**src/rtl/rf_pkg.sv**
```systemverilog
// ============================================================================
// Module      : rf_pkg
// Description : Shared definitions for the register-file write-back path:
//               register address width, the x0 address, requester indices
//               and a small helper used by the write arbiter.
// Revision    : 1.0 - initial release
// ============================================================================
`default_nettype none

package rf_pkg;

    localparam int              REG_ADDR_W = 5;
    localparam logic [4:0]      ZERO_REG   = 5'd0;

    // Fixed requester slots on the write-back bus
    localparam int              REQ_ALU    = 0;
    localparam int              REQ_LOAD   = 1;
    localparam int              REQ_LINK   = 2;

    typedef logic [REG_ADDR_W-1:0] reg_addr_t;

    // True when at least two bits of v are set: clearing the lowest set bit
    // leaves something behind only if more than one bit was set.
    function automatic logic more_than_one(input logic [7:0] v);
        return (v & (v - 8'd1)) != 8'd0;
    endfunction

endpackage : rf_pkg

`default_nettype wire

```
**src/rtl/rf_write_arbiter_if.sv**
```systemverilog
// ============================================================================
// Module      : rf_write_arbiter_if
// Description : Write-back request bus between the result sources and the
//               register-file write arbiter.
//               req_valid [NREQ]     requester i has a pending write
//               req_addr  [NREQ*5]   destination register, slice i = [5i+4:5i]
//               req_data  [NREQ*N]   write data, slice i = [Ni+N-1:Ni]
//               req_ready [NREQ]     one-hot grant back to the requesters
//               master : requester side, slave : arbiter side
// Revision    : 1.0 - initial release
// ============================================================================
`default_nettype none

interface rf_write_arbiter_if #(
    parameter int N    = 32,
    parameter int NREQ = 3
) ();

    logic [NREQ-1:0]   req_valid;
    logic [NREQ*5-1:0] req_addr;
    logic [NREQ*N-1:0] req_data;
    logic [NREQ-1:0]   req_ready;

    modport master (
        output req_valid,
        output req_addr,
        output req_data,
        input  req_ready
    );

    modport slave (
        input  req_valid,
        input  req_addr,
        input  req_data,
        output req_ready
    );

endinterface : rf_write_arbiter_if

`default_nettype wire

```
**src/rtl/rr_priority_encoder.sv**
```systemverilog
// ============================================================================
// Module      : rr_priority_encoder
// Description : Rotating priority encoder. Starting at index 'start' and
//               wrapping around, the first set bit of 'req' wins.
//               With start tied to 0 it is a plain lowest-index-wins encoder.
//               req     [NREQ]   request vector
//               start   [IDX_W]  index searched first
//               gnt     [NREQ]   one-hot grant (all zero if no request)
//               gnt_idx [IDX_W]  binary index of the granted bit
//               gnt_any          at least one request present
// Revision    : 1.0 - initial release
// ============================================================================
`default_nettype none

module rr_priority_encoder #(
    parameter int NREQ  = 3,
    parameter int IDX_W = 2
) (
    input  wire logic [NREQ-1:0]  req,
    input  wire logic [IDX_W-1:0] start,
    output logic      [NREQ-1:0]  gnt,
    output logic      [IDX_W-1:0] gnt_idx,
    output logic                  gnt_any
);

    always_comb begin
        gnt     = '0;
        gnt_idx = '0;
        gnt_any = 1'b0;
        for (int k = 0; k < NREQ; k++) begin
            int idx;
            // start + k folded back into 0..NREQ-1 (start < NREQ, k < NREQ)
            idx = int'(start) + k;
            if (idx >= NREQ) begin
                idx = idx - NREQ;
            end
            if (!gnt_any && req[idx]) begin
                gnt_any  = 1'b1;
                gnt[idx] = 1'b1;
                gnt_idx  = IDX_W'(idx);
            end
        end
    end

endmodule : rr_priority_encoder

`default_nettype wire

```
**src/rtl/rf_write_arbiter.sv**
```systemverilog
// ============================================================================
// Module      : rf_write_arbiter
// Description : Shares the single register-file write port between NREQ
//               write-back requesters (ALU result, load data, jump link).
//               One request is granted per cycle; the winner's address and
//               data are registered onto RegWrite/WriteRegister/WriteData.
//               Writes to x0 are accepted but leave RegWrite low.
//               Build option WB_ARB_RR_EN: round-robin arbitration with a
//               rotating pointer; when undefined, lowest index wins.
// Ports       : clk            rising-edge clock
//               reset          asynchronous, active-low reset
//               wb (slave)     request bus: req_valid/addr/data in, req_ready out
//               RegWrite       registered write enable (0 for x0 or no grant)
//               WriteRegister  registered write address
//               WriteData      registered write data
//               conflict_cnt   saturating count of cycles with >=2 requests
// Revision    : 1.0 - initial release
// ============================================================================
`default_nettype none

module rf_write_arbiter
    import rf_pkg::*;
#(
    parameter int N     = 32,
    parameter int NREQ  = 3,
    parameter int CNT_W = 16
) (
    input  wire logic                  clk,
    input  wire logic                  reset,
    rf_write_arbiter_if.slave          wb,
    output logic                       RegWrite,
    output logic [REG_ADDR_W-1:0]      WriteRegister,
    output logic [N-1:0]               WriteData,
    output logic [CNT_W-1:0]           conflict_cnt
);

    localparam int IDX_W = (NREQ > 1) ? $clog2(NREQ) : 1;

    logic [IDX_W-1:0]      start_ptr;
    logic [NREQ-1:0]       gnt;
    logic [IDX_W-1:0]      gnt_idx;
    logic                  gnt_any;
    reg_addr_t             sel_addr;
    logic [N-1:0]          sel_data;
    logic                  multi_req;

    logic                  regwrite_q, regwrite_d;
    reg_addr_t             wr_addr_q,  wr_addr_d;
    logic [N-1:0]          wr_data_q,  wr_data_d;
    logic [CNT_W-1:0]      cnt_q,      cnt_d;

    // ------------------------------------------------------------------
    // Arbitration
    // ------------------------------------------------------------------
`ifdef WB_ARB_RR_EN
    logic [IDX_W-1:0]      ptr_q, ptr_d;

    // Next search starts just past the last winner so every continuously
    // valid requester is reached within NREQ-1 cycles.
    always_comb begin
        ptr_d = ptr_q;
        if (gnt_any) begin
            if (int'(gnt_idx) == NREQ - 1) begin
                ptr_d = '0;
            end else begin
                ptr_d = gnt_idx + IDX_W'(1);
            end
        end
    end

    always_ff @(posedge clk or negedge reset) begin
        if (!reset) begin
            ptr_q <= '0;
        end else begin
            ptr_q <= ptr_d;
        end
    end

    assign start_ptr = ptr_q;
`else
    assign start_ptr = '0;
`endif

    rr_priority_encoder #(
        .NREQ  (NREQ),
        .IDX_W (IDX_W)
    ) u_enc (
        .req     (wb.req_valid),
        .start   (start_ptr),
        .gnt     (gnt),
        .gnt_idx (gnt_idx),
        .gnt_any (gnt_any)
    );

    // No handshake may complete while the block is held in reset
    assign wb.req_ready = reset ? gnt : '0;

    assign sel_addr  = wb.req_addr[int'(gnt_idx)*REG_ADDR_W +: REG_ADDR_W];
    assign sel_data  = wb.req_data[int'(gnt_idx)*N +: N];
    assign multi_req = more_than_one(8'(wb.req_valid));

    // ------------------------------------------------------------------
    // Write-back register and conflict counter
    // ------------------------------------------------------------------
    always_comb begin
        regwrite_d = 1'b0;
        wr_addr_d  = wr_addr_q;
        wr_data_d  = wr_data_q;
        if (gnt_any) begin
            // x0 is hard-wired to zero: take the request, suppress the write
            regwrite_d = (sel_addr != ZERO_REG);
            wr_addr_d  = sel_addr;
            wr_data_d  = sel_data;
        end
    end

    always_comb begin
        cnt_d = cnt_q;
        if (multi_req && (cnt_q != '1)) begin
            cnt_d = cnt_q + CNT_W'(1);
        end
    end

    always_ff @(posedge clk or negedge reset) begin
        if (!reset) begin
            regwrite_q <= 1'b0;
            wr_addr_q  <= '0;
            wr_data_q  <= '0;
            cnt_q      <= '0;
        end else begin
            regwrite_q <= regwrite_d;
            wr_addr_q  <= wr_addr_d;
            wr_data_q  <= wr_data_d;
            cnt_q      <= cnt_d;
        end
    end

    assign RegWrite      = regwrite_q;
    assign WriteRegister = wr_addr_q;
    assign WriteData     = wr_data_q;
    assign conflict_cnt  = cnt_q;

endmodule : rf_write_arbiter

`default_nettype wire
```
**src/flat_wrapper.sv**
```systemverilog
// flat-port wrapper written by rule: the top's interface ports become plain ports
module rf_write_arbiter_flat import rf_pkg::*;
#(
    parameter int N     = 32,
    parameter int NREQ  = 3,
    parameter int CNT_W = 16
)
  (clk, reset, RegWrite, WriteRegister, WriteData, conflict_cnt, wb_req_valid, wb_req_addr, wb_req_data, wb_req_ready);
  rf_write_arbiter_if #(.N(N), .NREQ(NREQ)) wb_i ();
  input  wire logic clk;
  input  wire logic reset;
  output logic RegWrite;
  output logic [REG_ADDR_W-1:0] WriteRegister;
  output logic [N-1:0] WriteData;
  output logic [CNT_W-1:0] conflict_cnt;
  input wire logic [$bits(wb_i.req_valid)-1:0] wb_req_valid;
  input wire logic [$bits(wb_i.req_addr)-1:0] wb_req_addr;
  input wire logic [$bits(wb_i.req_data)-1:0] wb_req_data;
  output wire logic [$bits(wb_i.req_ready)-1:0] wb_req_ready;
  assign wb_i.req_valid = wb_req_valid;
  assign wb_i.req_addr = wb_req_addr;
  assign wb_i.req_data = wb_req_data;
  assign wb_req_ready = wb_i.req_ready;
  rf_write_arbiter #(.N(N), .NREQ(NREQ), .CNT_W(CNT_W)) u_core (.clk(clk), .reset(reset), .wb(wb_i), .RegWrite(RegWrite), .WriteRegister(WriteRegister), .WriteData(WriteData), .conflict_cnt(conflict_cnt));
endmodule
```
**config.mk**
```make
export PLATFORM = sky130hd
export DESIGN_NAME = rf_write_arbiter_flat
export DESIGN_NICKNAME = d
export VERILOG_FILES = /design/src/rtl/rf_pkg.sv /design/src/rtl/rf_write_arbiter_if.sv /design/src/rtl/rr_priority_encoder.sv /design/src/rtl/rf_write_arbiter.sv /design/src/flat_wrapper.sv
export SDC_FILE = /design/constraint.sdc
export NUM_CORES = 1
export LEC_CHECK = 0
export CAP_MARGIN = 20
export CORE_MARGIN = 2
export CORE_UTILIZATION = 40
export DETAILED_ROUTE_END_ITERATION = 10
export PLACE_DENSITY = 0.95
export SLEW_MARGIN = 20
export SYNTH_ARGS = -nofsm -noshare
export SYNTH_HDL_FRONTEND = slang
export SYNTH_SLANG_ARGS = --single-unit
export TNS_END_PERCENT = 50
```
**constraint.sdc**
```tcl
create_clock -name clk -period 2.4 [get_ports clk]
set_input_delay 0.48 -clock clk [delete_from_list [all_inputs] [get_ports clk]]
set_output_delay 0.48 -clock clk [all_outputs]
set_load 0.02 [all_outputs]
```
==> impl_metrics.csv, run 1 <==
group,metric,value,unit
die,start_util,0.408,
routing,vias,3137,
synthesis,ys_ff_latch,54,
synthesis,synth_top_area_cell,"dfrtp_1",
die,die-area,0.00802,mm2
cts,cts_made_buffers,5,
sta,period_minus_slack,2.01,ns
synthesis,seq_area_frac_synth,0.462,
synthesis,async_flop_share,1.00,
setup_path,startpoint_type,"input port",
setup_path,slowest_stage,"clkdlybuf4s50_1",
setup_path,critPathMaxFanout,21,
sta,setup_viol,0,
global_routing,grt_first_pass_wirelength,14400,um
cts,clk_pin_slew,0.10,ns
flow_run,drv_cap,0,
die,die_x,89.6,um
sta,fin_skew,0.00124,ns
final_layout,antenna_cells,0,
global_routing,grt_max_degree,49,
global_routing,grt_antenna_before_repair,0,
synthesis,synth_cell_type_count,43,
synthesis,synth_commonest_cells,"54 x dfrtp_1, 37 x nand2_1, 35 x a22oi_1, 35 x nor2_1, 35 x o21ai_0",
setup_path,crit_chain,"clkdlybuf4s50_1 > buf_4 > nor2_1 > or2_0 > nor2_2 > mux2_4",
setup_path,critPathArrivalTime,2.21,ns
final_layout,final_nets,616,
place,dp.cells,591,
sta,period_share,0.836,
sta,layout_setup_ws,0.393,ns
setup_path,critical_path_buf_inv_count,2,
synthesis,yosysTopAreaCellShare,0.462,
routing,vias_per_cell,5.24,
routing,antenna_left,0,
setup_path,critPathRequiredTime,2.60,ns
final_layout,syn_to_final_growth,67.4,%
cts,clockRootBuffer,"clkbuf_8",
synthesis,synth_edf_count,0,
hold_path,hp-class,"in -> async",
global_routing,track_usage,0.229,
routing,wl_per_cell,15.4,um
place,routabilityCongestion,0.837,
sta,rsz0062_at_grt,"false",
die,rows,31,
sta,hold_viol_final,0,
cts,hold_buffers,0,
routing,drtIter0Drc,105,
final_layout,finalNonFillerCells,599,
global_routing,grt.overflow.total,0,
die,core_area,0.00718,mm2
synthesis,syn_nets,449,
final_layout,drive_above_1_share,0.0720,
cts,htreeDepth,2,
place,pre_cts_ws,0.0696,ns
cts,insertion_delay,0.31,ns
global_routing,grt_pass1_vias,3082,
place,dp_hpwl,7160,um
setup_path,cp_slowest_stage_delay,0.48,ns
synthesis,synth.most_common_cell,"dfrtp_1",
die,ioPinCount,173,
synthesis,syn_avg_cell_area,8.82,um2
sta,drv_slew,0,
cts,clk_path_buf_depth,2,
synthesis,netlist_top_cells_area,"dfrtp_1 46%, a22oi_1 9.0%, o21ai_0 6.0%",
sta,fmax,498,MHz
place,portBuffers,172,
die,die_h,89.6,um
routing,routed_wirelength,9230,um
run_status,status,"finished clean",
sta,tns,0,ns
setup_path,critPathTopFamily,"buffers and inverters",
power_and_ir_drop,power.leakage,0.00203,uW
synthesis,ys.warnings.count,0,
cts,clkSinkCount,54,
cts,cts_tree,"yes",
sta,worst_pin_slew,0.668,ns
synthesis,ys.flop_type,"dfrtp_1",
power_and_ir_drop,ir_drop,0.289,mV
setup_path,crit_path_end_kind,"register",
routing,dr.pass1.iters,5,
synthesis,postSynthCellCount,332,
synthesis,netlist_area,0.00293,mm2
cts,cts_post_setup_buffers_inserted,0,
sta,relSlewSlack,0.552,
power_and_ir_drop,p_per_area,592,mW/mm2
setup_path,critical_path_class,"in -> reg",
routing,drcViolationCount,0,
[where the power goes]
group / switching [uW] / leakage, uW / internal, uW
Clock: 306 / 0.0000683 / 418
Sequential: 145 / 0.000661 / 1040
Combinational: 448 / 0.00130 / 541
[path summary, 6_finish.rpt]
check / from / endpoint / slack, ns / cells past startpoint
worst max-delay path: wb_req_valid[2] / u_core.conflict_cnt[1]$_DFFE_PN0P_ / 0.39 / 6
worst min-delay path: reset / u_core.conflict_cnt[15]$_DFFE_PN0P_ / 0.24 / 2
worst max register to register: u_core.conflict_cnt[1]$_DFFE_PN0P_ / u_core.conflict_cnt[1]$_DFFE_PN0P_ / 0.47 / 5
worst min register to register: u_core.WriteRegister[0]$_DFFE_PN0P_ / u_core.WriteRegister[0]$_DFFE_PN0P_ / 0.49 / 2
max in group asynchronous: reset / u_core.WriteData[15]$_DFFE_PN0P_ / 1.86 / 2
min in group clk: u_core.WriteRegister[0]$_DFFE_PN0P_ / u_core.WriteRegister[0]$_DFFE_PN0P_ / 0.49 / 2
[cells in the final DEF, fill, tap and decap left out, types with 2 or more instances in the layout]
cell type	netlist	routed
nor2b_1	2	2
a21oi_1	32	32
clkbuf_8	0	5
buf_2	12	3
nand2b_1	2	2
nand4_1	3	3
dfrtp_1	54	54
buf_4	1	14
a2bb2oi_1	2	2
inv_1	4	4
nand2_1	37	37
nor3_1	11	10
clkdlybuf4s50_1	0	168
o22ai_1	2	2
xor2_1	14	14
or3_1	2	2
o21ai_0	35	35
a22oi_1	35	35
nand3_1	5	5
o31ai_1	2	2
nor2_1	35	35
nor3b_1	5	5
and2_1	2	2
bufinv_16	0	2
and4_1	2	2
[through the flow]
stage                     power [uW]  hold WS, ns  instance area (um2)   util
after floorplan                 1610        0.184                 2930      -
after global placement          2170        0.464                 4760  0.663
after detailed placement        2200        0.471                 4760  0.663
after CTS                       2920        0.231                 4900  0.683
after global routing            3040        0.254                 4900  0.683
final                           2900        0.237                 4900  0.683
[worst register-to-register path, cell delays in order, from the launching register on]
cell and delay, ns:
dfrtp_1 0.41, ha_1 0.23, nand4_1 0.16, nor4b_4 0.60, nor2_2 0.10, mux2_4 0.32
[metal layers]
metal,GRT usage,part of all wire,vias to the layer above
met3,0.0416,0.058,16
met4,0.0678,0.019,0
met5,0,0,-
li1,-,-,1512
met1,0.270,0.39,1483
met2,0.422,0.53,126
[cell type report]
cell class | count | area (um2)
fill | 558 | 2270
tap | 99 | 124
clock inverter | 3 | 68.8
timing repair buffer | 187 | 1830
sequential | 54 | 1350
clock buffer | 5 | 68.8
multi-input combinational | 247 | 1440
inverter | 4 | 15.0
[kinds of logic after synthesis]
kind of cell,Yosys count,share of synthesized area
simple gates,116,0.197
compound gates,113,0.234
flops,54,0.462
buf+inv,31,0.0487
xor+xnor,14,0.0419
mux,2,0.00897
fa+ha+maj,2,0.00769
[state kept, by name, summed over array words and instances, names as in the netlist]
register	cells
u_core.WriteRegister	5
u_core.conflict_cnt	16
u_core.RegWrite	1
u_core.WriteData	32
[timing repair]
| item | 4_1_cts | 5_1_grt |
|---|---|---|
| endpoints found under the hold margin | 0 | 0 |
| gates resized for setup | 0 | 1 |
| setup endpoints to repair | 0 | 1 |
Power figures use the tool's default switching activity.
==> run 2, diff against run 1 <==
CORE_UTILIZATION = 38   (was 40)
PLACE_DENSITY = 0.92   (was 0.95)
clock period = 1.9 ns   (was 2.4 ns; I/O delays follow)
==> run 2 against run 1 <==
  * Clock skew rose by 0.0071 ns
  * Global-route usage fell by 0.68 points
  * Worst setup slack got worse by 0.31 ns
  * Via count rose by 1.3%
  * Cell count increased by 2.5%
  * Worst hold slack got worse by 0.12 ns
  * First-iteration DRC count is 5.7% lower
  * Sequential share of layout area fell by 0.23 points
  * Critical path type is now reg -> reg
  * Largest power group unchanged
  * Highest routed layer unchanged
==> impl_metrics.csv, run 2 (synthesis results as in run 1) <==
group,metric,value,unit
run_status,status,"finished clean",
sta,worst_pin_slew,0.399,ns
hold_path,hp-class,"in -> async",
sta,fmax,549,MHz
power_and_ir_drop,clockPowerShare,0.191,
sta,drv_slew,0,
place,routabilityCongestion,0.826,
power_and_ir_drop,power.leakage,0.00206,uW
setup_path,crit_path_end_kind,"register",
sta,hold_viol_final,0,
setup_path,critical_path_class,"reg -> reg",
final_layout,finalInstanceArea,0.00494,mm2
die,core_area,0.00761,mm2
final_layout,largest_reg_flops,32,
power_and_ir_drop,intPower,2320,uW
power_and_ir_drop,p_sw_frac,0.327,
final_layout,fillers,625,
routing,drtIter0Drc,99,
cts,cts_tree,"yes",
final_layout,fin_util,0.650,
die,rows,32,
power_and_ir_drop,p_per_area,696,mW/mm2
place,portBuffers,172,
flow_run,drv_cap,0,
setup_path,r2r_end,"u_core.conflict_cnt[1]$_DFFE_PN0P_",
global_routing,grt_max_degree,49,
final_layout,multiInputGateArea,0.00144,mm2
power_and_ir_drop,p_seq_frac,0.432,
cts,insertion_delay,0.30,ns
cts,cts_made_buffers,5,
final_layout,final_common_cell,"clkdlybuf4s50_1",
global_routing,grt.overflow.total,0,
power_and_ir_drop,ir_drop,0.371,mV
routing,routed_wirelength,9490,um
sta,rsz0062_at_grt,"true",
setup_path,timing.rr.start,"u_core.conflict_cnt[0]$_DFFE_PN0P_",
routing,wirelength_met1,3780,um
cts,clk_pin_slew,0.09,ns
setup_path,critPathMaxFanout,6,
setup_path,critPathArrivalTime,2.01,ns
die,die_h,91.8,um
global_routing,track_usage,0.223,
sta,relSlewSlack,0.734,
die,start_util,0.385,
final_layout,final_nets,627,
cts,htreeDepth,2,
power_and_ir_drop,p_sw,1130,uW
cts,clk_path_buf_depth,2,
routing,met3WireLength,473,um
die,die-area,0.00842,mm2
setup_path,reg2reg_slack,0.08,ns
die,ioPinCount,173,
global_routing,grt_pass1_vias,3247,
routing,vias_per_cell,5.18,
routing,wl_met2,4950,um
setup_path,r2r_cells,6,
final_layout,final_cell_mix,"167 x clkdlybuf4s50_1, 54 x dfrtp_1, 37 x nand2_1",
final_layout,syn_to_final_growth,68.8,%
routing,wl_per_cell,15.5,um
setup_path,startpoint_type,"register",
routing,vias,3179,
final_layout,drive_above_1_share,0.0920,
routing,dr.pass1.iters,8,
die,die_x,91.8,um
global_routing,grt_antenna_before_repair,1,
routing,drcViolationCount,0,
final_layout,seq_area,0.00135,mm2
sta,setup_viol,0,
routing,antenna_left,0,
place,dp_hpwl,7430,um
routing,routed.top_layer,"met4",
cts,clkSinkCount,54,
cts,clockRootBuffer,"clkbuf_8",
sta,period_share,0.959,
place,place_area,0.00483,mm2
sta,fin_skew,0.00837,ns
power_and_ir_drop,pwr-share-comb,0.377,
cts,hold_buffers,0,
sta,period_minus_slack,1.82,ns
setup_path,critPathRequiredTime,2.09,ns
global_routing,grt_first_pass_wirelength,15200,um
## run 2: timing repair
action                     4_1_cts  5_1_grt
hold endpoints to repair         0        0
setup buffers                    0        2
setup endpoints to repair        1       11
gates cloned                     0        0
resized for setup                1        5
pin swaps                        0        1
## run 2: routing by layer
layer	vias to the layer above	track usage
li1	1540	-
met1	1494	0.258
met2	119	0.410
met3	26	0.0345
met4	0	0.0858
met5	-	0
## run 2: worst max path at each step
stage / startpoint / endpoint
floorplan: wb_req_valid[0] / wb_req_ready[2]
global placement: wb_req_valid[2] / wb_req_ready[2]
detailed placement: wb_req_valid[2] / wb_req_ready[2]
CTS: wb_req_valid[1] / wb_req_ready[1]
global route: wb_req_valid[2] / u_core.RegWrite$_DFF_PN0_
finish: u_core.conflict_cnt[0]$_DFFE_PN0P_ / u_core.conflict_cnt[1]$_DFFE_PN0P_
## run 2: power by group through the flow
stage               Sequential, uW  Clock, uW  Combinational, uW
floorplan                     1690          0                348
global placement              1500          0               1270
detailed placement            1510          0               1300
CTS                           1480        669               1310
global route                  1510        719               1390
finish                        1490        656               1300
## run 2: area by class of cell
class                           instances  share of cell area
Sequential cell                        54               0.273
Tap cell                              102              0.0258
Multi-Input combinational cell        247               0.291
Clock inverter                          1             0.00101
Clock buffer                            7              0.0175
Antenna cell                            1            0.000506
Timing Repair Buffer                  198               0.388
Inverter                                4             0.00304
## run 2: critical path, stage by stage, from the launching register on
cell and delay [ns]:
dfrtp_1 0.41, ha_1 0.25, nand4_1 0.16, nor4b_4 0.33
buf_4 0.20, nor2_2 0.06, mux2_4 0.30
## run 2: per-stage QoR
step	setup slack, ns	TNS (ns)	std cells	power, uW	hold WS [ns]
finish	0.0783	0	614	3440	0.120
global placement	-0.230	-3.14	603	2760	0.445
detailed placement	-0.262	-5.13	603	2810	0.451
global route	-0.00746	-0.00746	614	3620	0.150
floorplan	0.114	0	332	2040	0.0844
CTS	0.0205	0	611	3460	0.126
